### src/rtl/game_pkg.sv
`default_nettype none
// ============================================================================
//  Module      : game_pkg
//  Description : Screen geometry, play-band limits, obstacle-slot field widths
//                and game-mode encoding shared by the obstacle generator and
//                the game logic.
//  Ports       : none (package)
//  Revision    : 1.0  initial release
// ============================================================================
package game_pkg;

    // Screen and play-band geometry (pixels)
    localparam int SCREEN_W    = 640;
    localparam int UPPER_BOUND = 20;
    localparam int LOWER_BOUND = 460;
    localparam int OBS_WIDTH   = 40;

    // Slot array shape and packed field widths
    localparam int N_SLOTS  = 10;
    localparam int X_W      = 10;
    localparam int Y_W      = 9;
    localparam int X_PAIR_W = 2 * X_W;   // {x_left, x_right}
    localparam int Y_PAIR_W = 2 * Y_W;   // {y_top, y_bottom}

    typedef enum logic [1:0] {
        GM_INIT  = 2'b00,
        GM_PLAY  = 2'b01,
        GM_PAUSE = 2'b10,
        GM_END   = 2'b11
    } gamemode_t;

endpackage
`default_nettype wire

### src/rtl/obstacle_gen_if.sv
`default_nettype none
// ============================================================================
//  Module      : obstacle_gen_if
//  Description : Game-mode/frame-tick inputs and packed obstacle outputs of
//                the obstacle generator.
//  Signals     : tick        - one-cycle frame enable
//                gamemode    - 00 init, 01 play, 10 pause, 11 ended
//                obstacle_x  - slot i at [20i+19:20i] = {x_left, x_right}
//                obstacle_y  - slot i at [18i+17:18i] = {y_top, y_bottom}
//                active      - bit i set when slot i is live
//                spawn_drop  - pulse when a due spawn found no free slot
//  Modports    : master (tick/mode source), slave (obstacle generator)
//  Revision    : 1.0  initial release
// ============================================================================
interface obstacle_gen_if;

    logic                                                tick;
    logic [1:0]                                          gamemode;
    logic [game_pkg::N_SLOTS*game_pkg::X_PAIR_W-1:0]     obstacle_x;
    logic [game_pkg::N_SLOTS*game_pkg::Y_PAIR_W-1:0]     obstacle_y;
    logic [game_pkg::N_SLOTS-1:0]                        active;
    logic                                                spawn_drop;

    modport master (
        output tick,
        output gamemode,
        input  obstacle_x,
        input  obstacle_y,
        input  active,
        input  spawn_drop
    );

    modport slave (
        input  tick,
        input  gamemode,
        output obstacle_x,
        output obstacle_y,
        output active,
        output spawn_drop
    );

endinterface
`default_nettype wire

### src/rtl/obstacle_gen_lfsr16.sv
`default_nettype none
// ============================================================================
//  Module      : lfsr16
//  Description : 16-bit Fibonacci LFSR, taps 16/14/13/11, shifting left with
//                the feedback bit entering at bit 0. Advances only when en=1.
//  Ports       : clk  - system clock
//                rst  - synchronous active-high reset (loads SEED)
//                en   - advance enable
//                q    - current LFSR state
//  Revision    : 1.0  initial release
// ============================================================================
module lfsr16 #(
    parameter logic [15:0] SEED = 16'hACE1
) (
    input  logic        clk,
    input  logic        rst,
    input  logic        en,
    output logic [15:0] q
);

    logic [15:0] q_q;
    logic        w_fb;

    // Tap n (1-based) is bit n-1
    assign w_fb = q_q[15] ^ q_q[13] ^ q_q[12] ^ q_q[10];

    always_ff @(posedge clk) begin
        if (rst) begin
            q_q <= SEED;
        end else if (en) begin
            q_q <= {q_q[14:0], w_fb};
        end
    end

    assign q = q_q;

endmodule
`default_nettype wire

### src/rtl/obstacle_gen.sv
`default_nettype none
// ============================================================================
//  Module      : obstacle_gen
//  Description : Ten-slot obstacle generator. Spawns obstacles at the right
//                screen edge every SPAWN_INTERVAL in-game ticks, takes height
//                and top/bottom placement from an LFSR, scrolls live slots
//                left each tick and retires them once they leave the screen.
//  Ports       : clk  - system clock
//                rst  - synchronous active-high reset
//                bus  - obstacle_gen_if.slave (tick/gamemode in, packed
//                       obstacle buses, active mask and spawn_drop out)
//  Revision    : 1.0  initial release
// ============================================================================
module obstacle_gen
    import game_pkg::*;
#(
    parameter int          SCROLL_SPEED   = 4,
    parameter int          SPAWN_INTERVAL = 48,
    parameter int          MIN_H          = 80,
    parameter logic [15:0] LFSR_SEED      = 16'hACE1
) (
    input  logic          clk,
    input  logic          rst,
    obstacle_gen_if.slave bus
);

    localparam int             CNT_W    = (SPAWN_INTERVAL > 1) ? $clog2(SPAWN_INTERVAL) : 1;
    localparam int             IDX_W    = $clog2(N_SLOTS);
    localparam logic [X_W-1:0] SPAWN_XL = X_W'(SCREEN_W);
    localparam logic [X_W-1:0] SPAWN_XR = X_W'(SCREEN_W + OBS_WIDTH);
    localparam logic [X_W-1:0] STEP     = X_W'(SCROLL_SPEED);
    localparam logic [Y_W-1:0] Y_UPPER  = Y_W'(UPPER_BOUND);
    localparam logic [Y_W-1:0] Y_LOWER  = Y_W'(LOWER_BOUND);
    localparam logic [CNT_W-1:0] CNT_LAST = CNT_W'(SPAWN_INTERVAL - 1);

    // ------------------------------------------------------------------
    // Slot register file
    // ------------------------------------------------------------------
    logic [X_W-1:0]     xl_q [N_SLOTS];
    logic [X_W-1:0]     xl_d [N_SLOTS];
    logic [X_W-1:0]     xr_q [N_SLOTS];
    logic [X_W-1:0]     xr_d [N_SLOTS];
    logic [Y_W-1:0]     yt_q [N_SLOTS];
    logic [Y_W-1:0]     yt_d [N_SLOTS];
    logic [Y_W-1:0]     yb_q [N_SLOTS];
    logic [Y_W-1:0]     yb_d [N_SLOTS];
    logic [N_SLOTS-1:0] act_q;
    logic [N_SLOTS-1:0] act_d;
    logic [CNT_W-1:0]   cnt_q;
    logic [CNT_W-1:0]   cnt_d;
    logic               drop_q;
    logic               drop_d;

    gamemode_t          w_mode;
    logic               w_play_tick;
    logic               w_due;
    logic [15:0]        w_lfsr;
    logic               w_unused_lfsr;
    logic [Y_W-1:0]     w_h;
    logic [Y_W-1:0]     w_new_top;
    logic [Y_W-1:0]     w_new_bot;
    logic               w_free_found;
    logic [IDX_W-1:0]   w_free_idx;

    assign w_mode      = gamemode_t'(bus.gamemode);
    assign w_play_tick = (w_mode == GM_PLAY) && bus.tick;
    assign w_due       = (cnt_q == CNT_LAST);

    // ------------------------------------------------------------------
    // Random geometry source
    // ------------------------------------------------------------------
    lfsr16 #(
        .SEED (LFSR_SEED)
    ) u_lfsr (
        .clk (clk),
        .rst (rst),
        .en  (w_play_tick),
        .q   (w_lfsr)
    );

    // Only the low byte shapes the obstacle
    assign w_unused_lfsr = ^w_lfsr[15:8];

    assign w_h       = Y_W'(MIN_H) + Y_W'(w_lfsr[7:1]);
    assign w_new_top = w_lfsr[0] ? (Y_LOWER - w_h) : Y_UPPER;
    assign w_new_bot = w_lfsr[0] ? Y_LOWER : (Y_UPPER + w_h);

    // ------------------------------------------------------------------
    // Lowest-index free slot, judged on pre-tick occupancy so a slot that
    // retires this tick is not reused until the next spawn.
    // ------------------------------------------------------------------
    always_comb begin
        w_free_found = 1'b0;
        w_free_idx   = '0;
        for (int i = N_SLOTS - 1; i >= 0; i--) begin
            if (!act_q[i]) begin
                w_free_found = 1'b1;
                w_free_idx   = IDX_W'(i);
            end
        end
    end

    // ------------------------------------------------------------------
    // Next-state: mode clear, then scroll/retire and spawn on a play tick
    // ------------------------------------------------------------------
    always_comb begin
        xl_d   = xl_q;
        xr_d   = xr_q;
        yt_d   = yt_q;
        yb_d   = yb_q;
        act_d  = act_q;
        cnt_d  = cnt_q;
        drop_d = 1'b0;

        if (w_mode == GM_INIT) begin
            for (int i = 0; i < N_SLOTS; i++) begin
                xl_d[i] = '0;
                xr_d[i] = '0;
                yt_d[i] = '0;
                yb_d[i] = '0;
            end
            act_d = '0;
            cnt_d = '0;
        end else if (w_play_tick) begin
            cnt_d = w_due ? '0 : cnt_q + 1'b1;

            for (int i = 0; i < N_SLOTS; i++) begin
                if (act_q[i]) begin
                    if (xr_q[i] <= STEP) begin
                        xl_d[i]  = '0;
                        xr_d[i]  = '0;
                        yt_d[i]  = '0;
                        yb_d[i]  = '0;
                        act_d[i] = 1'b0;
                    end else begin
                        xr_d[i] = xr_q[i] - STEP;
                        xl_d[i] = (xl_q[i] > STEP) ? (xl_q[i] - STEP) : '0;
                    end
                end
            end

            // The target slot was inactive, so the scroll loop never touched it
            if (w_due) begin
                if (w_free_found) begin
                    xl_d[w_free_idx]  = SPAWN_XL;
                    xr_d[w_free_idx]  = SPAWN_XR;
                    yt_d[w_free_idx]  = w_new_top;
                    yb_d[w_free_idx]  = w_new_bot;
                    act_d[w_free_idx] = 1'b1;
                end else begin
                    drop_d = 1'b1;
                end
            end
        end
    end

    always_ff @(posedge clk) begin
        if (rst) begin
            for (int i = 0; i < N_SLOTS; i++) begin
                xl_q[i] <= '0;
                xr_q[i] <= '0;
                yt_q[i] <= '0;
                yb_q[i] <= '0;
            end
            act_q  <= '0;
            cnt_q  <= '0;
            drop_q <= 1'b0;
        end else begin
            xl_q   <= xl_d;
            xr_q   <= xr_d;
            yt_q   <= yt_d;
            yb_q   <= yb_d;
            act_q  <= act_d;
            cnt_q  <= cnt_d;
            drop_q <= drop_d;
        end
    end

    // ------------------------------------------------------------------
    // Packed output buses
    // ------------------------------------------------------------------
    logic [N_SLOTS*X_PAIR_W-1:0] w_obs_x;
    logic [N_SLOTS*Y_PAIR_W-1:0] w_obs_y;

    always_comb begin
        w_obs_x = '0;
        w_obs_y = '0;
        for (int i = 0; i < N_SLOTS; i++) begin
            w_obs_x[i*X_PAIR_W +: X_PAIR_W] = {xl_q[i], xr_q[i]};
            w_obs_y[i*Y_PAIR_W +: Y_PAIR_W] = {yt_q[i], yb_q[i]};
        end
    end

    assign bus.obstacle_x = w_obs_x;
    assign bus.obstacle_y = w_obs_y;
    assign bus.active     = act_q;
    assign bus.spawn_drop = drop_q;

endmodule
`default_nettype wire

### src/flat_wrapper.sv
// flat-port wrapper written by rule: the top's interface ports become plain ports
module obstacle_gen_flat import game_pkg::*;
#(
    parameter int          SCROLL_SPEED   = 4,
    parameter int          SPAWN_INTERVAL = 48,
    parameter int          MIN_H          = 80,
    parameter logic [15:0] LFSR_SEED      = 16'hACE1
)
  (clk, rst, bus_tick, bus_gamemode, bus_obstacle_x, bus_obstacle_y, bus_active, bus_spawn_drop);
  obstacle_gen_if bus_i ();
  input  logic clk;
  input  logic rst;
  input wire logic [$bits(bus_i.tick)-1:0] bus_tick;
  input wire logic [$bits(bus_i.gamemode)-1:0] bus_gamemode;
  output wire logic [$bits(bus_i.obstacle_x)-1:0] bus_obstacle_x;
  output wire logic [$bits(bus_i.obstacle_y)-1:0] bus_obstacle_y;
  output wire logic [$bits(bus_i.active)-1:0] bus_active;
  output wire logic [$bits(bus_i.spawn_drop)-1:0] bus_spawn_drop;
  assign bus_i.tick = bus_tick;
  assign bus_i.gamemode = bus_gamemode;
  assign bus_obstacle_x = bus_i.obstacle_x;
  assign bus_obstacle_y = bus_i.obstacle_y;
  assign bus_active = bus_i.active;
  assign bus_spawn_drop = bus_i.spawn_drop;
  obstacle_gen #(.SCROLL_SPEED(SCROLL_SPEED), .SPAWN_INTERVAL(SPAWN_INTERVAL), .MIN_H(MIN_H), .LFSR_SEED(LFSR_SEED)) u_core (.clk(clk), .rst(rst), .bus(bus_i));
endmodule
### config.mk
export PLATFORM = sky130hd
export DESIGN_NAME = obstacle_gen_flat
export DESIGN_NICKNAME = d
export VERILOG_FILES = /design/src/rtl/game_pkg.sv /design/src/rtl/obstacle_gen_if.sv /design/src/rtl/obstacle_gen_lfsr16.sv /design/src/rtl/obstacle_gen.sv /design/src/flat_wrapper.sv
export SDC_FILE = /design/constraint.sdc
export NUM_CORES = 1
export LEC_CHECK = 0
export CAP_MARGIN = 10
export CORE_ASPECT_RATIO = 1.5
export CORE_MARGIN = 2
export CORE_UTILIZATION = 47
export CTS_BUF_LIST = sky130_fd_sc_hd__clkbuf_2
export DETAILED_ROUTE_END_ITERATION = 8
export PLACE_DENSITY = 0.88
export SYNTH_ARGS = -nofsm -noshare
export SYNTH_HDL_FRONTEND = slang
export SYNTH_SLANG_ARGS = --single-unit
### constraint.sdc
create_clock -name clk -period 2.2 [get_ports clk]
set_input_delay 0.44 -clock clk [delete_from_list [all_inputs] [get_ports clk]]
set_output_delay 0.44 -clock clk [all_outputs]
set_load 0.02 [all_outputs]
==> impl_metrics.prom <==
# TYPE chip_impl_metric gauge
chip_impl_info{name="status",value="finished, violations left"} 1
chip_impl_info{name="failed_checks",value="negative setup slack"} 1
chip_impl_info{name="worst-setup-path-type",value="flop to output port"} 1
chip_impl_metric{name="globalRouteTotalUtil",unit="%"} 34.63
chip_impl_metric{name="syn_to_final_growth",unit="%"} 45.46
chip_impl_metric{name="combinationalPowerShare",unit="%"} 6.4
chip_impl_metric{name="placement.setup.worst_slack",unit="ps"} -399.5
chip_impl_metric{name="place_hpwl",unit="µm"} 51270
chip_impl_metric{name="fin_crit_sh",unit="%"} 102.6
chip_impl_metric{name="clock.fmax",unit="MHz"} 443.2
chip_impl_metric{name="cts-hold-fix-buffers",unit=""} 0
chip_impl_metric{name="critical_path.n_buffers_inverters",unit=""} 3
chip_impl_metric{name="power-per-cell-area",unit="nW/µm²"} 527.0
chip_impl_metric{name="yosys_register_bits",unit=""} 413
chip_impl_metric{name="initial_antenna_violation_count",unit=""} 1
chip_impl_metric{name="vias",unit=""} 19505
chip_impl_metric{name="timing.critical_path.required",unit="ps"} 1760
chip_impl_info{name="cts_tree",value="yes"} 1
chip_impl_metric{name="yosysUniqueCellTypes",unit=""} 77
chip_impl_metric{name="finalMaxSlewViolations",unit=""} 0
chip_impl_metric{name="clkPwrFrac",unit="%"} 38.2
chip_impl_metric{name="grt_pass1_vias",unit=""} 19729
chip_impl_metric{name="post_synth.cell_area_avg",unit="µm²"} 8.688
chip_impl_metric{name="drt-met1-wl",unit="µm"} 24440
chip_impl_metric{name="drt-vias-per-instance",unit=""} 5.914
chip_impl_metric{name="finalSetupViolations",unit=""} 7
chip_impl_info{name="cpMaxStageDelayCell",value="dfxtp_4"} 1
chip_impl_metric{name="design.core.area",unit="µm²"} 36910
chip_impl_metric{name="port_buffers",unit=""} 395
chip_impl_info{name="most_used_cells_in_the_layout_excluding_fill_and_tap_cells",value="buf_4 (298), dfxtp_1 (271), nand2_1 (228)"} 1
chip_impl_metric{name="power.sequential.fraction",unit="%"} 55.4
chip_impl_metric{name="grt_pass1_wl",unit="µm"} 106500
chip_impl_metric{name="initial_core_util",unit="%"} 47.74
chip_impl_metric{name="synthesis.instances",unit=""} 2028
chip_impl_info{name="min-delay-path-class",value="input pin to flop"} 1
chip_impl_info{name="worstSetupEndpointType",value="output port"} 1
chip_impl_metric{name="die_area",unit="µm²"} 39080
chip_impl_metric{name="power.share.switching",unit="%"} 27.92
chip_impl_metric{name="totalNegativeSetupSlack",unit="ps"} -148.1
chip_impl_metric{name="clock_latency",unit="ps"} 1070
chip_impl_metric{name="remaining_drc_errors",unit=""} 0
chip_impl_metric{name="placed_cells_incl_taps",unit=""} 3092
chip_impl_info{name="mostFrequentLayoutCell",value="buf_4"} 1
chip_impl_metric{name="maxCapViolations",unit=""} 0
chip_impl_metric{name="setup_ws",unit="ps"} -56.41
chip_impl_metric{name="final-instance-count-excl-fill",unit=""} 3298
chip_impl_metric{name="arrival",unit="ps"} 1820
chip_impl_metric{name="power.net_switching",unit="W"} 0.003771
chip_impl_metric{name="share_of_async_settable_or_async_resettable_flops_after_synthesis",unit="%"} 0
chip_impl_metric{name="ir_worst_vdd",unit="V"} 0.0004875
chip_impl_info{name="critical_path.cell_chain",value="buf_6 > buf_12 > buf_8"} 1
chip_impl_metric{name="finClkSkew",unit="ps"} 118.4
chip_impl_metric{name="tightestPinTransition",unit="ps"} 661.0
chip_impl_metric{name="min_period",unit="ps"} 2256
chip_impl_metric{name="routed_wl",unit="µm"} 70410
chip_impl_metric{name="synth_enable_flop_cells",unit=""} 0
chip_impl_metric{name="clock_sink_count",unit=""} 413
chip_impl_info{name="worst_path_dominant_cell_family",value="buffers and inverters"} 1
chip_impl_metric{name="hold_viol",unit=""} 0
chip_impl_metric{name="wl_met3",unit="µm"} 6169
chip_impl_metric{name="fp.dieH",unit="µm"} 241.1
chip_impl_metric{name="layout-drive-gt1-share",unit="%"} 36.94
chip_impl_metric{name="critPathMaxFanout",unit=""} 5
chip_impl_metric{name="clock_tree.htree_level_count",unit=""} 3
chip_impl_metric{name="dr.pass1.iters",unit=""} 6
chip_impl_metric{name="leakagePower",unit="nW"} 10.43
chip_impl_info{name="top_signal_layer_used",value="met4"} 1
chip_impl_metric{name="globalRouteOverflowTotal",unit=""} 0
chip_impl_metric{name="cts_made_buffers",unit=""} 95
chip_impl_metric{name="post_drt_wl_per_cell",unit="µm"} 21.35
chip_impl_metric{name="max-slew-margin-rel",unit="%"} 55.59
chip_impl_metric{name="ctsLongestPathBuffers",unit=""} 3
chip_impl_metric{name="design.portCount",unit=""} 396
chip_impl_metric{name="synth_warnings",unit=""} 0
chip_impl_metric{name="drtAntennaViolNets",unit=""} 0
chip_impl_metric{name="synth.net_count",unit=""} 2080
chip_impl_metric{name="layout.nets",unit=""} 2793
chip_impl_metric{name="fin_total_pwr",unit="W"} 0.01351
chip_impl_metric{name="synth.yosys.seq_area_share",unit="%"} 46.93
chip_impl_info{name="worst_setup_path_start_kind",value="flop"} 1
chip_impl_metric{name="synth_area",unit="µm²"} 17620
chip_impl_metric{name="path_clk_slew",unit="ps"} 140
chip_impl_metric{name="internal-power",unit="W"} 0.009737
chip_impl_metric{name="die_w",unit="µm"} 162.1
chip_impl_metric{name="routabilityCongestion",unit=""} 0.9775
chip_impl_metric{name="drt-initial-drc-count",unit=""} 1813
chip_impl_metric{name="max_stage_delay",unit="ps"} 370
chip_impl_info{name="grt_setup_unrepaired",value="true"} 1
chip_impl_metric{name="maximum_number_of_pins_on_one_net_before_global_route_repair",unit=""} 33
chip_impl_info{name="clock_tree.root_cell",value="clkbuf_2"} 1
chip_impl_metric{name="routed_length_on_met2",unit="µm"} 34440
chip_impl_info{name="synth_top_flop_cell",value="dfxtp_1"} 1
chip_impl_metric{name="floorplan.rows",unit=""} 86
-- cells by family after synthesis --
| logic type | share of synthesized area, % |
|---|---|
| buffers and inverters | 4.026 |
| DFF | 46.93 |
| adders and majority gates | 3.338 |
| xor gates and xnor gates | 3.330 |
| AOI/OAI and AO/OA | 21.04 |
| muxes | 0.4261 |
| and+or+nand+nor | 20.91 |
-- sequential cells by signal (all words and copies together), names as in the netlist --
name                   flops
u_core.bus.obstacle_x    200
u_core.bus.obstacle_y    180
u_core.u_lfsr.q           16
u_core.bus.active         10
u_core.cnt_q               6
u_core.bus.spawn_drop      1
-- cells in the mapped netlist (5+ instances only) --
| cell type | n | share of area [%] |
|---|---|---|
| and3_1 | 22 | 0.78 |
| o32ai_1 | 5 | 0.25 |
| o21ai_0 | 161 | 4.6 |
| inv_1 | 79 | 1.7 |
| or4_1 | 14 | 0.60 |
| o211ai_1 | 15 | 0.64 |
| or3_1 | 16 | 0.57 |
| or2_2 | 7 | 0.25 |
| a211oi_1 | 12 | 0.51 |
| xor2_1 | 30 | 1.5 |
| a32o_1 | 14 | 0.80 |
| and2_1 | 39 | 1.4 |
| nand2b_1 | 16 | 0.57 |
| nor3b_1 | 18 | 0.77 |
| nor3_1 | 86 | 2.4 |
| nand4_1 | 14 | 0.50 |
| nand3_1 | 60 | 1.7 |
| o2bb2ai_1 | 84 | 4.2 |
| buf_1 | 9 | 0.19 |
| a31oi_1 | 24 | 0.85 |
| o31ai_1 | 11 | 0.47 |
| nand3b_1 | 12 | 0.51 |
| a22o_1 | 27 | 1.3 |
| nor2b_1 | 7 | 0.25 |
| a21oi_1 | 105 | 3.0 |
| nand2_1 | 232 | 4.9 |
| ha_1 | 47 | 3.3 |
| nor4_1 | 26 | 0.92 |
| dfxtp_1 | 413 | 47 |
| a211o_1 | 6 | 0.30 |
| a21o_1 | 5 | 0.21 |
| xnor2_1 | 37 | 1.8 |
| clkbuf_1 | 87 | 1.9 |
| o22ai_1 | 6 | 0.21 |
| nor2_1 | 181 | 3.9 |
| a22oi_1 | 10 | 0.43 |
-- area by class of cell --
| class | count | area [µm²] |
|---|---|---|
| clock buffers | 130 | 650.6 |
| repair buffers | 717 | 6299 |
| diodes | 1 | 2.502 |
| flip-flops and latches | 413 | 8526 |
| well taps | 484 | 605.6 |
| fillers | 2857 | 11280 |
| multi-input cells | 1435 | 9010 |
| inverters | 79 | 299.0 |
| clock inverters | 39 | 237.7 |
-- power groups by stage --
stage	registers [W]	clock network, W	logic [W]
after detailed placement	0.00769	0	0.000813
after CTS	0.00749	0.00520	0.000829
after floorplan	0.00770	0	0.000375
after global placement	0.00769	0	0.000796
after global routing	0.00749	0.00556	0.000901
final	0.00749	0.00516	0.000865
-- routing by layer --
layer / vias up / global-route usage [%]
met3: 341 / 8.025
met1: 9253 / 35.92
met2: 1156 / 61.08
li1: 8755 / -
met5: - / 0
met4: 0 / 25.32
-- worst min-delay path, stage by stage --
cell	delay, ps
clkdlybuf4s50_1	480
buf_4	240
a21oi_1	130
-- metrics by stage --
stage          hold slack [ps]  util (%)  area, µm²
2_1_floorplan            432.1         -      17770
3_3_place_gp             430.0     65.73      24260
3_5_place_dp             438.0     65.73      24260
4_1_cts                  180.0     68.55      25300
5_1_grt                  230.0     69.44      25630
6_report                 249.9     69.44      25630
-- path summary, 6_finish.rpt --
check,depth (start not counted),endpoint,slack (ps),from
max,3,bus_active[0],-60,u_core.bus.active[0]$_SDFFE_PP0P_
min,3,u_core.u_lfsr.q[14]$_SDFFE_PP0P_,250,rst
max reg2reg,9,u_core.bus.obstacle_y[157]$_SDFFE_PP0P_,-20,u_core.cnt_q[1]$_SDFFE_PP0P_
min reg2reg,2,u_core.u_lfsr.q[13]$_SDFFE_PP1P_,450,u_core.u_lfsr.q[12]$_SDFFE_PP0P_
-- repair_timing --
| item | in CTS | in global routing |
|---|---|---|
| endpoints found under the setup margin | 473 | 163 |
| gates cloned | 0 | 3 |
| pin swaps | 8 | 18 |
| buffers inserted | 16 | 19 |
| endpoints found under the hold margin | 0 | 0 |
| gates resized for setup | 1469 | 68 |
Note: power is estimated with default switching activity, not from simulation.
